## config.mk

```make
export PLATFORM = sky130hd
export DESIGN_NAME = pipeline_ctrl
export DESIGN_NICKNAME = d
export VERILOG_FILES = /design/src/rtl/lc3b_types.sv /design/src/rtl/pipeline_ctrl_hazard_detect.sv /design/src/rtl/pipeline_ctrl.sv
export SDC_FILE = /design/constraint.sdc
export NUM_CORES = 1
export LEC_CHECK = 0
export BUFFER_PORTS_ARGS = -buffer_cell sky130_fd_sc_hd__buf_4
export CORE_AREA = 5 5 42 44
export CTS_CLUSTER_DIAMETER = 80
export DETAILED_ROUTE_END_ITERATION = 6
export DIE_AREA = 0 0 47 49
export PLACE_DENSITY_LB_ADDON = 0.15
export SLEW_MARGIN = 40
export SYNTH_ARGS = -nofsm -noshare
export SYNTH_HDL_FRONTEND = slang
export SYNTH_HIERARCHICAL = 1
export SYNTH_SLANG_ARGS = --single-unit
```

## constraint.sdc

```tcl
create_clock -name clk -period 1.05 [get_ports clk]
set_input_delay 0.105 -clock clk [delete_from_list [all_inputs] [get_ports clk]]
set_output_delay 0.105 -clock clk [all_outputs]
set_load 0.005 [all_outputs]
```

## src/rtl/lc3b_types.sv

```systemverilog
// Shared LC-3b pipeline types: control FSM states, register index, NOP and
// counter widths.
package lc3b_types;

  typedef logic [2:0] lc3b_reg;

  typedef enum logic [1:0] {
    RUN = 2'd0,
    D1  = 2'd1,
    D2  = 2'd2
  } lc3b_pipe_state;

  localparam logic [15:0] LC3B_NOP = 16'h0000;

  localparam int PERF_STALL_W = 32;
  localparam int PERF_REDIR_W = 16;

endpackage

```

## src/rtl/pipeline_ctrl_hazard_detect.sv

```systemverilog
// Load-use hazard compare between the EX-stage load and the ID-stage sources.
// Kept separate so the forwarding unit can share the same compare.
module hazard_detect
  import lc3b_types::*;
(
  input  logic    ex_mem_read,
  input  logic    ex_regwrite,
  input  lc3b_reg ex_dest,
  input  lc3b_reg id_sr1,
  input  lc3b_reg id_sr2,
  input  logic    id_uses_sr1,
  input  logic    id_uses_sr2,
  output logic    load_use
);

  logic w_hit1;
  logic w_hit2;

  assign w_hit1   = id_uses_sr1 && (id_sr1 == ex_dest);
  assign w_hit2   = id_uses_sr2 && (id_sr2 == ex_dest);
  assign load_use = ex_mem_read && ex_regwrite && (w_hit1 || w_hit2);

endmodule

```

## src/rtl/pipeline_ctrl.sv

```systemverilog
// Stall/flush sequencer for the 5-stage LC-3b pipeline.
// Optional perf counters: define PIPE_PERF_CTR_EN.
module pipeline_ctrl
  import lc3b_types::*;
(
  input  logic    clk,
  input  logic    reset,
  input  logic    imem_resp,
  input  logic    dmem_req,
  input  logic    dmem_resp,
  input  logic    mem_indirect,
  input  logic    mem_br_taken,
  input  logic    ex_mem_read,
  input  logic    ex_regwrite,
  input  lc3b_reg ex_dest,
  input  lc3b_reg id_sr1,
  input  lc3b_reg id_sr2,
  input  logic    id_uses_sr1,
  input  logic    id_uses_sr2,
  output logic    load_pc,
  output logic    load_if_id,
  output logic    load_id_ex,
  output logic    load_ex_mem,
  output logic    load_mem_wb,
  output logic    flush_if_id,
  output logic    flush_id_ex,
  output logic    flush_ex_mem,
  output logic    dmem_phase,
  output logic    stall
`ifdef PIPE_PERF_CTR_EN
  ,
  output logic [PERF_STALL_W-1:0] perf_stall_cycles,
  output logic [PERF_REDIR_W-1:0] perf_redirects
`endif
);

  lc3b_pipe_state r_state;

  logic w_load_use;
  logic w_dmem_done;
  logic w_run_to_d2;
  logic w_redir;

  hazard_detect u_hazard (
    .ex_mem_read (ex_mem_read),
    .ex_regwrite (ex_regwrite),
    .ex_dest     (ex_dest),
    .id_sr1      (id_sr1),
    .id_sr2      (id_sr2),
    .id_uses_sr1 (id_uses_sr1),
    .id_uses_sr2 (id_uses_sr2),
    .load_use    (w_load_use)
  );

  assign w_run_to_d2 = (r_state == RUN) && dmem_req
                    && dmem_resp && mem_indirect;

  always_comb begin
    w_dmem_done = 1'b0;
    unique case (r_state)
      RUN:     w_dmem_done = !dmem_req || (dmem_resp && !mem_indirect);
      D1:      w_dmem_done = dmem_resp && !mem_indirect;
      D2:      w_dmem_done = dmem_resp;
      default: w_dmem_done = 1'b0;
    endcase
  end

  always_ff @(posedge clk) begin
    if (reset) begin
      r_state <= RUN;
    end else begin
      unique case (r_state)
        RUN: begin
          if (dmem_req && !dmem_resp)
            r_state <= D1;
          else if (w_run_to_d2)
            r_state <= D2;
        end
        D1: begin
          if (dmem_resp)
            r_state <= mem_indirect ? D2 : RUN;
        end
        D2: begin
          if (dmem_resp)
            r_state <= RUN;
        end
        default: r_state <= RUN;
      endcase
    end
  end

  // Priority: reset, data wait, redirect, load-use, fetch miss.
  always_comb begin
    load_pc      = 1'b0;
    load_if_id   = 1'b0;
    load_id_ex   = 1'b0;
    load_ex_mem  = 1'b0;
    load_mem_wb  = 1'b0;
    flush_if_id  = 1'b0;
    flush_id_ex  = 1'b0;
    flush_ex_mem = 1'b0;
    w_redir      = 1'b0;
    if (reset || !w_dmem_done) begin
      load_pc = 1'b0;
    end else if (mem_br_taken && !imem_resp) begin
      load_pc = 1'b0;
    end else if (mem_br_taken) begin
      w_redir      = 1'b1;
      load_pc      = 1'b1;
      load_if_id   = 1'b1;
      load_id_ex   = 1'b1;
      load_ex_mem  = 1'b1;
      load_mem_wb  = 1'b1;
      flush_if_id  = 1'b1;
      flush_id_ex  = 1'b1;
      flush_ex_mem = 1'b1;
    end else if (w_load_use) begin
      load_id_ex  = 1'b1;
      flush_id_ex = 1'b1;
      load_ex_mem = 1'b1;
      load_mem_wb = 1'b1;
    end else if (!imem_resp) begin
      load_if_id  = 1'b1;
      flush_if_id = 1'b1;
      load_id_ex  = 1'b1;
      load_ex_mem = 1'b1;
      load_mem_wb = 1'b1;
    end else begin
      load_pc     = 1'b1;
      load_if_id  = 1'b1;
      load_id_ex  = 1'b1;
      load_ex_mem = 1'b1;
      load_mem_wb = 1'b1;
    end
  end

  assign dmem_phase = !reset && ((r_state == D2) || w_run_to_d2);
  assign stall      = !load_mem_wb;

`ifdef PIPE_PERF_CTR_EN
  always_ff @(posedge clk) begin
    if (reset) begin
      perf_stall_cycles <= '0;
      perf_redirects    <= '0;
    end else begin
      if (stall && (perf_stall_cycles != '1))
        perf_stall_cycles <= perf_stall_cycles + 1'b1;
      if (w_redir && (perf_redirects != '1))
        perf_redirects <= perf_redirects + 1'b1;
    end
  end
`endif

endmodule

```

==> reports/summary.md, run 1 <==
The run finished, with violations left. The final reports fail on setup timing. Subtracting the final worst setup slack from the clock period gives 1353 ps. The per-cell routed wire length came out at 11.21 um.

Wires add up to 1.065 mm. The signal on the critical path passes through buf_4 > a211o_4 > and3_4 > buf_4. The tools report the pin count of the biggest net entering global routing as 6.

The worst setup path is captured at an output port. The worst setup path is of the flop to output port kind. Xor and xnor area share after synthesis: 18.03%. Critical path startpoint category: a flop. Number of instances on the worst hold path: 2.

During synthesis, Yosys emitted a total of 6 warnings. The final-layout setup total negative slack is -2618 ps, and the combinational share of power is 50.2%. The simple-gate portion of the synthesized area was 38.20%. After synthesis the netlist holds a flip-flop and latch count of 2.

Setup repair after global routing could not meet its margin everywhere. Counting flops with an async set or reset pin after synthesis yields a share of 0%. The detailed-route DRC error count is 0. The main flop type after synthesis was sky130_fd_sc_hd__dfxtp_1. The first routing iteration left 5 violations. Data on the critical path arrives at its endpoint at 1250 ps. Sorting the synthesized cells by how often they occur yields 6 x sky130_fd_sc_hd__nor3_1, 6 x sky130_fd_sc_hd__xnor2_1, 5 x sky130_fd_sc_hd__nand2_1. The first detailed-routing pass took 2 iterations. The number of nets in the final layout was 101. The full die area was 2303 um^2; the post-synthesis compound-gate area fraction was 22.32%. The tools report the number of hold-slack violations in the final timing report as 0.

The largest register by flop count was r_state. The worst path buffer plus inverter count was 2; the number of distinct library cells after synthesis was 19. The die is 47 um wide. The fraction of layout cells with a size suffix above 1 was 69.62%; the average size of a mapped cell was 6.780 um^2. The logs give 940 ps for the data required time of the critical path and 291.5 um^2 for the cell area after synthesis. The classification of the worst-slack hold path is input pin to flop. Synthesis produced 43 cells. Of the synthesized area, sequential elements account for 13.73%. The total number of vias came out at 432.

Compared with the post-synthesis result, the final layout area differs by 133.5%. The tools report the total number of clock tree sinks as 2. For this design the static power due to leakage is 0.3059 nW. For this design the ratio of total power to cell area is 743.3 nW/um^2. The run gives 852.9 um as the half-perimeter wire length after placement.

The placed standard-cell area is 579.3 um^2. After synthesis, the largest family of logic cells by area is simple AND/OR/NAND/NOR gates. In this run the vertical extent of the chip is 49 um. The largest single stage delay on the critical path is 360 ps.

sky130_fd_sc_hd__xnor2_1 takes more of the synthesized area than any other cell. The number of antenna violations at the first check in global routing was 0; the clock network fraction of design power was 32.9%. Transition at the pin with the smallest max-transition slack: 423.2 ps. Ranked by total cell area, the synthesized netlist is headed by sky130_fd_sc_hd__xnor2_1 18%, sky130_fd_sc_hd__dfxtp_1 14%, sky130_fd_sc_hd__nor3_1 10%.

The number of top-level design ports was 30; the effective utilization at floorplan was 20.80%. The logs give 0.7387 for the final RePlAce weighted congestion and 220 ps for the clock latency on the worst-skew pair. The maximum clock insertion buffer count is 2.

For the fmax, the log shows 739.0 MHz. In this run the critical register-to-register path is captured at r_state[1]. The run gives 1401 um^2 as the area of the core region. For the total of endpoints with negative setup slack in the final report, the log shows 10.

The synthesized design contains 0 enable-type register cells. Of the total synthesized cell area, the portion taken by full adders, half adders and majority gates is 0%. The first global-routing pass estimated 1.787 mm of wire. The finished layout holds 95 standard cells, fillers aside.

The largest registers in the layout are r_state x2. For the headroom to the max-slew limit, the log shows 71.69%. Multiplexer cells account for 0% of the synthesized area. Net switching is 29.35% of the power.

The run gives 14 as the count of standard-cell rows. Summed over all nets, the switching power comes to 0.1485 mW. The number of antenna diodes in the final layout is 0. Fraction of synthesized cell area taken by the top area cell type: 18.03%. The launch instance of the worst min-delay path was reset. Global routing used 10.19% of the available tracks. For this run the aggregate overflow at the end of global routing stands at 0.

After detailed placement, the design holds a cell count of 92. After detailed routing, the number of vias per cell comes to 4.547. The run gives 0 as the final number of max-transition violations. The clock-pin slew on the worst setup and hold paths came out at 30 ps. The synthesized net count was 63.

The source of the worst register-to-register timing path is r_state[0]. The fraction of the cycle the final worst path needs was 128.9%. Post-layout worst setup margin: -303.3 ps. The tools report the cell at the root of the clock tree as sky130_fd_sc_hd__clkbuf_4.

The slowest stage of the critical path belongs to the cell sky130_fd_sc_hd__dfxtp_4. Internal power comes to 0.3575 mW. The path with the worst hold slack has its endpoint at r_state[1]. Clock buffer count from CTS: 3. Max-cap violations in this run came to 0.

The largest fanout on the critical path came out at 5. The critical path's top delay family is flip-flops. The library cell appearing most often on the critical path was sky130_fd_sc_hd__buf_4. For flop-to-flop paths, the worst setup slack is 60 ps. During placement, the flow inserted port buffers numbering 29. The antenna violation net count after detailed routing was 0. Once layout is done, the placed cells without fillers occupy 680.7 um^2. TritonCTS built the clock tree. The number of filler cells placed in the layout was 148; the peak supply drop was 0.0002882 V. The number of global-route vias before repair is 501, and the number of flip-flops in the largest register is 2. The setup clock skew after layout is 2.076 ps. For the worst flop-to-flop path, the logic depth is 4. The total number of H-tree levels was 1; the sequential share of power was 16.9%.
timing repair:
item,4_1_cts,5_1_grt
pin swaps,3,3
hold buffers,0,0
setup endpoints to repair,10,10
setup buffers,0,1
gates cloned,0,0
gates resized for setup,11,5
cell families (layout without fill, tap and decap cells):
group                     after synthesis  after routing
AOI/OAI and AO/OA                       9              9
buffers and inverters                   4             40
and+or+nand+nor                        22             22
DFF                                     2              2
xor gates and xnor gates                6              6
final cells by class:
type,instances,area [um^2],area share [%]
multi-input combinational,37,315.3,46.32
timing repair buffer,36,274.0,40.26
sequential,2,45.04,6.618
clock buffer,3,22.52,3.309
tap,16,20.02,2.941
inverter,1,3.754,0.5515
cells in the final DEF (no fill, tap or decap):
master / count
sky130_fd_sc_hd__buf_4: 35
sky130_fd_sc_hd__xnor2_1: 6
sky130_fd_sc_hd__nand2_1: 5
sky130_fd_sc_hd__nand2b_1: 3
sky130_fd_sc_hd__nor3_2: 3
sky130_fd_sc_hd__clkbuf_4: 3
sky130_fd_sc_hd__nor3_1: 2
sky130_fd_sc_hd__a21oi_2: 2
sky130_fd_sc_hd__nand4_1: 2
sky130_fd_sc_hd__a31oi_1: 1
sky130_fd_sc_hd__inv_1: 1
sky130_fd_sc_hd__nor2_4: 1
sky130_fd_sc_hd__a211o_4: 1
sky130_fd_sc_hd__nand2b_4: 1
sky130_fd_sc_hd__and3_4: 1
sky130_fd_sc_hd__nand3_1: 1
sky130_fd_sc_hd__a211oi_4: 1
sky130_fd_sc_hd__a21o_4: 1
sky130_fd_sc_hd__nor3_4: 1
sky130_fd_sc_hd__a211oi_2: 1
sky130_fd_sc_hd__a21oi_1: 1
sky130_fd_sc_hd__nor4_1: 1
sky130_fd_sc_hd__o32a_2: 1
sky130_fd_sc_hd__nor2_1: 1
sky130_fd_sc_hd__buf_6: 1
sky130_fd_sc_hd__dfxtp_2: 1
sky130_fd_sc_hd__dfxtp_4: 1
routing by layer:
metal	vias up	GRT usage [%]	share of wire, %
met2	17	17.19	53
met5	-	0	0
met3	0	1.107	8.2
li1	227	-	-
met1	188	10.92	39
met4	0	7.373	0
how the worst max path moves through the flow:
stage	start	to	slack [ps]	depth (start not counted)
after floorplan	r_state[1]	load_id_ex	-10	4
after global routing	r_state[0]	flush_ex_mem	-340	4
after detailed placement	ex_dest[0]	flush_id_ex	-260	7
after global placement	id_sr1[2]	flush_id_ex	-270	7
final	r_state[1]	load_ex_mem	-300	4
after CTS	r_state[0]	flush_ex_mem	-310	4
stage by stage:
stage               hold WS (ps)  setup WS (ps)  utilization, %  power (mW)
floorplan                  174.5         -14.22               -      0.1826
global placement           307.9         -269.5           41.34      0.3047
detailed placement         308.2         -259.0           41.34      0.3058
CTS                        77.86         -311.0           47.05      0.5113
global route               87.54         -335.5           48.57      0.5386
finish                     87.46         -303.3           48.57      0.5060
power by group through the flow:
stage,clock (mW),sequential (mW),combinational (mW)
floorplan,0,0.0836,0.0990
global placement,0,0.0854,0.219
detailed placement,0,0.0853,0.221
CTS,0.177,0.0859,0.248
global route,0.175,0.0862,0.277
finish,0.166,0.0856,0.254
Power figures use the tool's default switching activity.
==> run 2: changes to the inputs <==
--- a/config.mk
+++ b/config.mk
@@ -6,10 +6,10 @@
 export NUM_CORES = 1
 export LEC_CHECK = 0
 export BUFFER_PORTS_ARGS = -buffer_cell sky130_fd_sc_hd__buf_4
-export CORE_AREA = 5 5 42 44
+export CORE_AREA = 2 2 39 41
 export CTS_CLUSTER_DIAMETER = 80
 export DETAILED_ROUTE_END_ITERATION = 6
-export DIE_AREA = 0 0 47 49
+export DIE_AREA = 0 0 41 43
 export PLACE_DENSITY_LB_ADDON = 0.15
 export SLEW_MARGIN = 40
 export SYNTH_ARGS = -nofsm -noshare
==> run 2 against run 1 <==
Compared with the run above: the run still ends with setup timing left; critical path depth did not move; flip-flop and latch count did not move; highest routed layer unchanged; hold slack got worse by 15 ps; clock power rose by 3%; worst setup slack improved by 11 ps; fmax rose by 0.81%; largest cell class unchanged; power rose by 6.0%; sequential share of layout area fell by 0.37 points; final cell count rose by 1.1%.
==> reports/summary.md, run 2 (synthesis gave the netlist of run 1 again) <==
In the final layout, the registers with the most flip-flops are r_state x2. The pin count of the biggest net entering global routing is 6. Total number of vias: 449. Clock tree synthesis found a total of 2 sinks.

The total leakage power is 0.3196 nW. The flow ran to the end, but the final reports show violations. Static timing analysis puts the maximum clock frequency at 745.0 MHz. The area of the core region was 1384 um^2; the antenna cell count was 0.

The final reports fail on setup timing. The critical path contains buffers and inverters numbering 2 combined. The worst hold path begins at reset.

The highest-delay cell along the critical path is sky130_fd_sc_hd__dfxtp_4. The tools report the violation count after the first detailed-route iteration as 5. Arrival time reported for the critical path endpoint: 1240 ps. From synthesis to final layout, the design area changed by 147.2%. The worst setup path is launched from a flop. The library cell used most frequently in the layout, excluding fill and tap cells, is sky130_fd_sc_hd__buf_4. At the end of the flow, the number of nets in the layout was 102. The worst hold path passes through 2 cells. For the pin with the worst max-slew slack, the measured transition is 307.2 ps. The count of standard-cell rows is 14, and the via count normalized by instance count is 4.677. For this configuration, the core starts out at a cell density of 21.07%. For this design the ratio of total power to cell area is 744.4 nW/um^2. The fraction of layout cells with a size suffix above 1 is 68.75%. The quantity of I/O buffers inserted on ports works out to 29. For hold timing, the worst endpoint is r_state[1]. The cell at the root of the clock tree is sky130_fd_sc_hd__clkbuf_4. The most numerous cell type found on the critical path is sky130_fd_sc_hd__buf_6. The final RePlAce weighted congestion is 0.6712, and the chip width is 41 um.

Detailed placement finished with a half-perimeter wire length of 738.6 um. In this run the tightest slew margin relative to its limit is 79.33%. Setup violations remaining at the end of the flow were counted as 11. r_state holds more flip-flops than any other register. The tightest min-delay check is of the input pin to flop type. For flop-to-flop paths, the worst setup slack is 0 ps. The run gives 0 as the quantity of hold-fixing buffers added after cts. The post-layout worst setup margin is -292.3 ps, and the fraction of the cycle the final worst path needs is 127.8%. The worst register-to-register path begins at r_state[1].

The number of top-level design ports is 30. Hold is met by 72.50 ps. For the final database, setup skew stands at 0.7788 ps. The critical path goes through buf_6 > a211o_4 > and3_4 > buf_6.

The first global-routing pass estimated 1.600 mm of wire. Setup repair after global routing could not meet its margin everywhere. The detailed-route DRC error count came out at 0. The register with the most flip-flops in the layout has 2 of them. The clock-pin slew on the worst setup and hold paths is 30 ps. Dividing the detail-routed wire length by the instance count gives 11.32 um.

The depth of the worst register-to-register path works out to 4. Buffers inserted during clock tree synthesis total 3. The endpoint of the lowest-slack register-to-register path is r_state[1].

The number of iterations in the first detailed-routing pass is 3. In this run the worst path has a maximum fanout of 4. TritonCTS built the clock tree. The peak supply drop is 0.0004677 V, and the wire length after detailed routing is 1.087 mm. The post-layout minimum cycle time is 1342 ps, and the total number of H-tree levels is 1.

In this run the deepest clock path goes through 2 buffers. The worst setup path is of the flop to output port kind. The die is 43 um tall. The sum of overflow across all layers after global routing is 0, and the data required time of the critical path is 940 ps. The floorplan step defined a die boundary enclosing 1763 um^2.

The global router's overall resource usage was 13.43%. The total of max-cap violations came out at 0. In the layout the commonest cells are 29 x sky130_fd_sc_hd__buf_4, 8 x sky130_fd_sc_hd__buf_6, 6 x sky130_fd_sc_hd__xnor2_1, 5 x sky130_fd_sc_hd__nand2_1. For this run, the share of the core covered by cells in the final layout is 52.08%.

The number of hold-slack violations in the final timing report was 0; the antenna violation net count after detailed routing was 0. The critical path's top delay family was flip-flops. In this design, the stage delay of the slowest critical-path cell is 360 ps. The number of global-route vias before repair is 407, and the final number of max-transition violations is 0.

The clock reaches the later pin of the worst-skew pair after 220 ps. STA classifies the critical path endpoint as an output port. The tools report the number of antenna violations at the first check in global routing as 0.
run 2: changes by cell type in the layout (fill, tap and decap cells not counted), sizes merged:
cell,before,now
buf,36,37
run 2: worst max-delay path by stage:
stage	from	end	slack, ps	cells after the start
finish	r_state[1]	load_id_ex	-290	4
floorplan	r_state[1]	load_id_ex	-10	4
CTS	r_state[1]	load_id_ex	-290	4
global route	r_state[0]	load_if_id	-350	4
global placement	id_sr1[2]	flush_id_ex	-250	7
detailed placement	ex_dest[0]	flush_id_ex	-240	7
run 2: cell type report:
cell class                      instances  area [um^2]
Fill cell                             135        663.1
Multi-Input combinational cell         37        321.6
Timing Repair Buffer                   37        307.8
Sequential cell                         2        45.04
Clock buffer                            3        22.52
Tap cell                               16        20.02
Inverter                                1        3.754
run 2: where the power goes:
group,internal [mW],switching (mW)
combinational,0.171,0.110
clock,0.126,0.0446
sequential,0.0795,0.00594
total,0.376,0.160
run 2: worst reg2reg max path: stages, from the launching register on:
cell and delay, ps:
sky130_fd_sc_hd__dfxtp_4 360, sky130_fd_sc_hd__buf_6 130, sky130_fd_sc_hd__buf_6 100, sky130_fd_sc_hd__o32a_4 300
sky130_fd_sc_hd__nor2_2 100
run 2: routing by layer:
layer	share of wire [%]	GRT usage (%)	vias up
met3	8.1	4.712	0
met4	0	8.000	0
met2	53	20.31	24
li1	-	-	228
met1	39	15.34	197
met5	0	0	-
run 2: metrics by stage:
step                setup TNS (ps)  power, mW  setup WS [ps]  area, um^2  std cells
global route                 -3115     0.5882         -345.3       720.7         96
global placement             -1238     0.3016         -254.5       571.8         91
finish                       -2554     0.5365         -292.3       720.7         96
CTS                          -2719     0.5220         -292.3       681.9         95
detailed placement           -1187     0.3022         -237.8       571.8         91
floorplan                   -28.43     0.1826         -14.22       317.8         43
run 2: repair_timing:
| item | 4_1_cts | 5_1_grt |
|---|---|---|
| endpoints found under the setup margin | 10 | 12 |
| pin swaps | 4 | 5 |
| setup buffers | 2 | 2 |
| gates cloned | 0 | 0 |
| gates resized for setup | 17 | 7 |
==> run 3: changes to the inputs <==
==> constraint.sdc (replaced) <==
create_clock -name clk -period 1.05 [get_ports clk]
set_input_delay 0.21 -clock clk [delete_from_list [all_inputs] [get_ports clk]]
set_output_delay 0.21 -clock clk [all_outputs]
set_load 0.005 [all_outputs]
==> run 3 against run 2 <==
Compared with the run above: the flow still finishes with violations (setup timing); hold slack gained 210 ps; utilization rose by 6.6 points; worst setup slack lost 140 ps; clock power fell by 3%; critical path type is now input pin to output port.
==> reports/summary.md, run 3 (synthesis gave the netlist of run 1 again) <==
The run finished, with violations left. The final reports fail on setup timing. The internal power of the cells totals 0.4024 mW. The wire length after detailed routing is 1.181 mm. The routed layout has 468 vias. The die is 41 um wide. At the pin with the least slew margin, the transition time is 194.5 ps. After the last flow step, the layout net total stands at 105. Along the worst path, the maximum fanout reaches 3. The full die area came out at 1763 um^2. Across every metal layer, demand over resource in global routing totals 14.53%. The number of antenna diodes in the final layout is 0. The number of hold-slack violations in the final timing report was 0; the combinational share of power was 55.9%. For this design the top-level I/O count stands at 30.

The tools report the critical path endpoint category as an output port. In this run, the clock network consumes 29.1% of the power. The run gives 1 as the total number of H-tree levels. Classification of the worst-slack hold path: input pin to flop. The detailed-route DRC error count is 0, and the peak supply drop is 0.0003394 V. The run gives -434.1 ps as the post-layout worst setup margin. Measured along the y axis, the die boundary spans 43 um.

Arrival time reported for the critical path endpoint: 1270 ps. STA classifies the critical path startpoint as an input pin. Number of global-route vias before repair: 467. For this design, the CTS-stage hold fixing added 0 buffers. The tools report the antenna violation net count after detailed routing as 0. Setup repair after global routing could not meet its margin everywhere. The combined area of the multi-input logic cells was 371.6 um^2; the headroom to the max-slew limit was 86.92%. Counting the fill cells in the layout gives 122.

From synthesis to final layout, the design area changed by 178.5%. Across the run, the number of max-cap violations was 0. CTS placed an instance of sky130_fd_sc_hd__clkbuf_4 at the clock tree root.

The switching portion of total power was 29.55%; the fraction of layout cells with a size suffix above 1 was 80.72%. Clock latency on the worst-skew pair, taken at its later pin, is 220 ps. The logs give 14 for the count of standard-cell rows and 0.5712 mW for the post-route total power.

In this run the power density over the cells is 703.4 nW/um^2. Sequential cells burn 15.0% of the power. Based on the critical path, the design can be clocked at up to 673.8 MHz. For the setup clock skew after layout, the log shows 2.107 ps.

In the final layout, the registers with the most flip-flops are r_state x2. Setup violations remaining at the end of the flow were counted as 11. For this configuration, the core starts out at a cell density of 21.07%. The setup path with the least slack is of type input pin to output port. Leaving out fill and tap cells, the most frequent cell in the layout is sky130_fd_sc_hd__buf_4. Of the available clock period, the critical path in the final layout requires 141.3%. The utilization after layout came out at 58.68%. The placed instances occupy a cell area of 594.3 um^2.

The core region is 1384 um^2. The final-layout setup total negative slack was -3525 ps. The pre-antenna-repair detailed-routing pass consisted of 2 iterations. In this run, placement finished with an instance count of 94.

Entering global routing, the biggest net connects 6 pins. The total number of clock tree sinks was 2; the per-cell routed wire length was 11.93 um. The final number of max-transition violations was 0; the post-route non-filler standard cell count was 99. At the end of routability-driven placement, the weighted congestion stood at 0.6758. The run gives 0 as the number of antenna violations at the first check in global routing.

TritonCTS built the clock tree. The register with the most flip-flops in the layout has 2 of them. In this run, the number of DRC markers left after iteration 0 of detailed routing was 3. The sum of overflow across all layers after global routing is 0, and the half-perimeter wire length after placement is 776.2 um. For this design the total switching power over the nets is 0.1688 mW. The cell area after layout is 812.0 um^2, and the via count normalized by instance count is 4.727. The run gives 45.04 um^2 as the area used by sequential logic in the layout.

More flip-flops sit in one register than any other, and that register is r_state. The first-pass GRT wire length came out at 1.800 mm. Buffers placed on the I/O ports in this run total 29. The data required time of the critical path is 840 ps. The post-layout minimum cycle time is 1484 ps. The analysis attributes to cell leakage a power of 0.3694 nW. The library cells used most frequently in the layout, excluding fill and tap cells, are 27 x sky130_fd_sc_hd__buf_4, 13 x sky130_fd_sc_hd__buf_6, 5 x sky130_fd_sc_hd__nor3_2, 5 x sky130_fd_sc_hd__nand2_1, 5 x sky130_fd_sc_hd__xnor2_2. The clock-pin slew on the worst setup and hold paths was 30 ps. No sink is reached through more buffers than the 2 on the longest clock path. The clock buffer count from CTS is 3.
## run 3: through the flow
stage	setup WS (ps)	hold WS, ps
2_1_floorplan	-110.5	279.5
3_3_place_gp	-420.9	499.3
3_5_place_dp	-414.4	499.3
4_1_cts	-389.2	271.0
5_1_grt	-506.1	276.7
6_report	-434.1	285.2
## run 3: repair_timing
item                       4_1_cts  5_1_grt
setup buffers                    1        1
pin swaps                        7        9
setup endpoints to repair       10       10
resized for setup               19       16
## run 3: worst paths after layout
kind / startpoint / endpoint / slack (ps) / cells past startpoint
setup / recovery: id_sr2[2] / flush_id_ex / -430 / 7
hold / removal: reset / r_state[1] / 290 / 3
setup reg to reg: r_state[1] / r_state[1] / -70 / 4
hold reg to reg: r_state[1] / r_state[0] / 660 / 3
## run 3: area by class of cell
cell class | instances | area share, %
flip-flops and latches | 2 | 5.547
inverters | 1 | 0.4622
multi-input cells | 37 | 45.76
repair buffers | 40 | 42.99
well taps | 16 | 2.465
clock buffers | 3 | 2.773
## run 3: power groups by stage
stage               logic (mW)  registers (mW)  clock network (mW)
detailed placement       0.225          0.0852                   0
finish                   0.319          0.0854               0.166
global route             0.343          0.0859               0.192
global placement         0.227          0.0854                   0
CTS                      0.271          0.0853               0.176
floorplan                0.104          0.0836                   0
## run 3: critical path, cell delays in order
cell and delay [ps]:
sky130_fd_sc_hd__buf_6 90, sky130_fd_sc_hd__xnor2_2 150, sky130_fd_sc_hd__nand4_1 150, sky130_fd_sc_hd__a21oi_2 190, sky130_fd_sc_hd__nand2b_1 120, sky130_fd_sc_hd__a211oi_2 230, sky130_fd_sc_hd__buf_4 140
## run 3: layer usage
layer	routed length [um]	global-route usage [%]	vias to the layer above
met5	0	0	-
met2	638	23.13	15
met3	66	6.806	2
li1	-	-	238
met4	19	2.000	0
met1	456	17.57	213
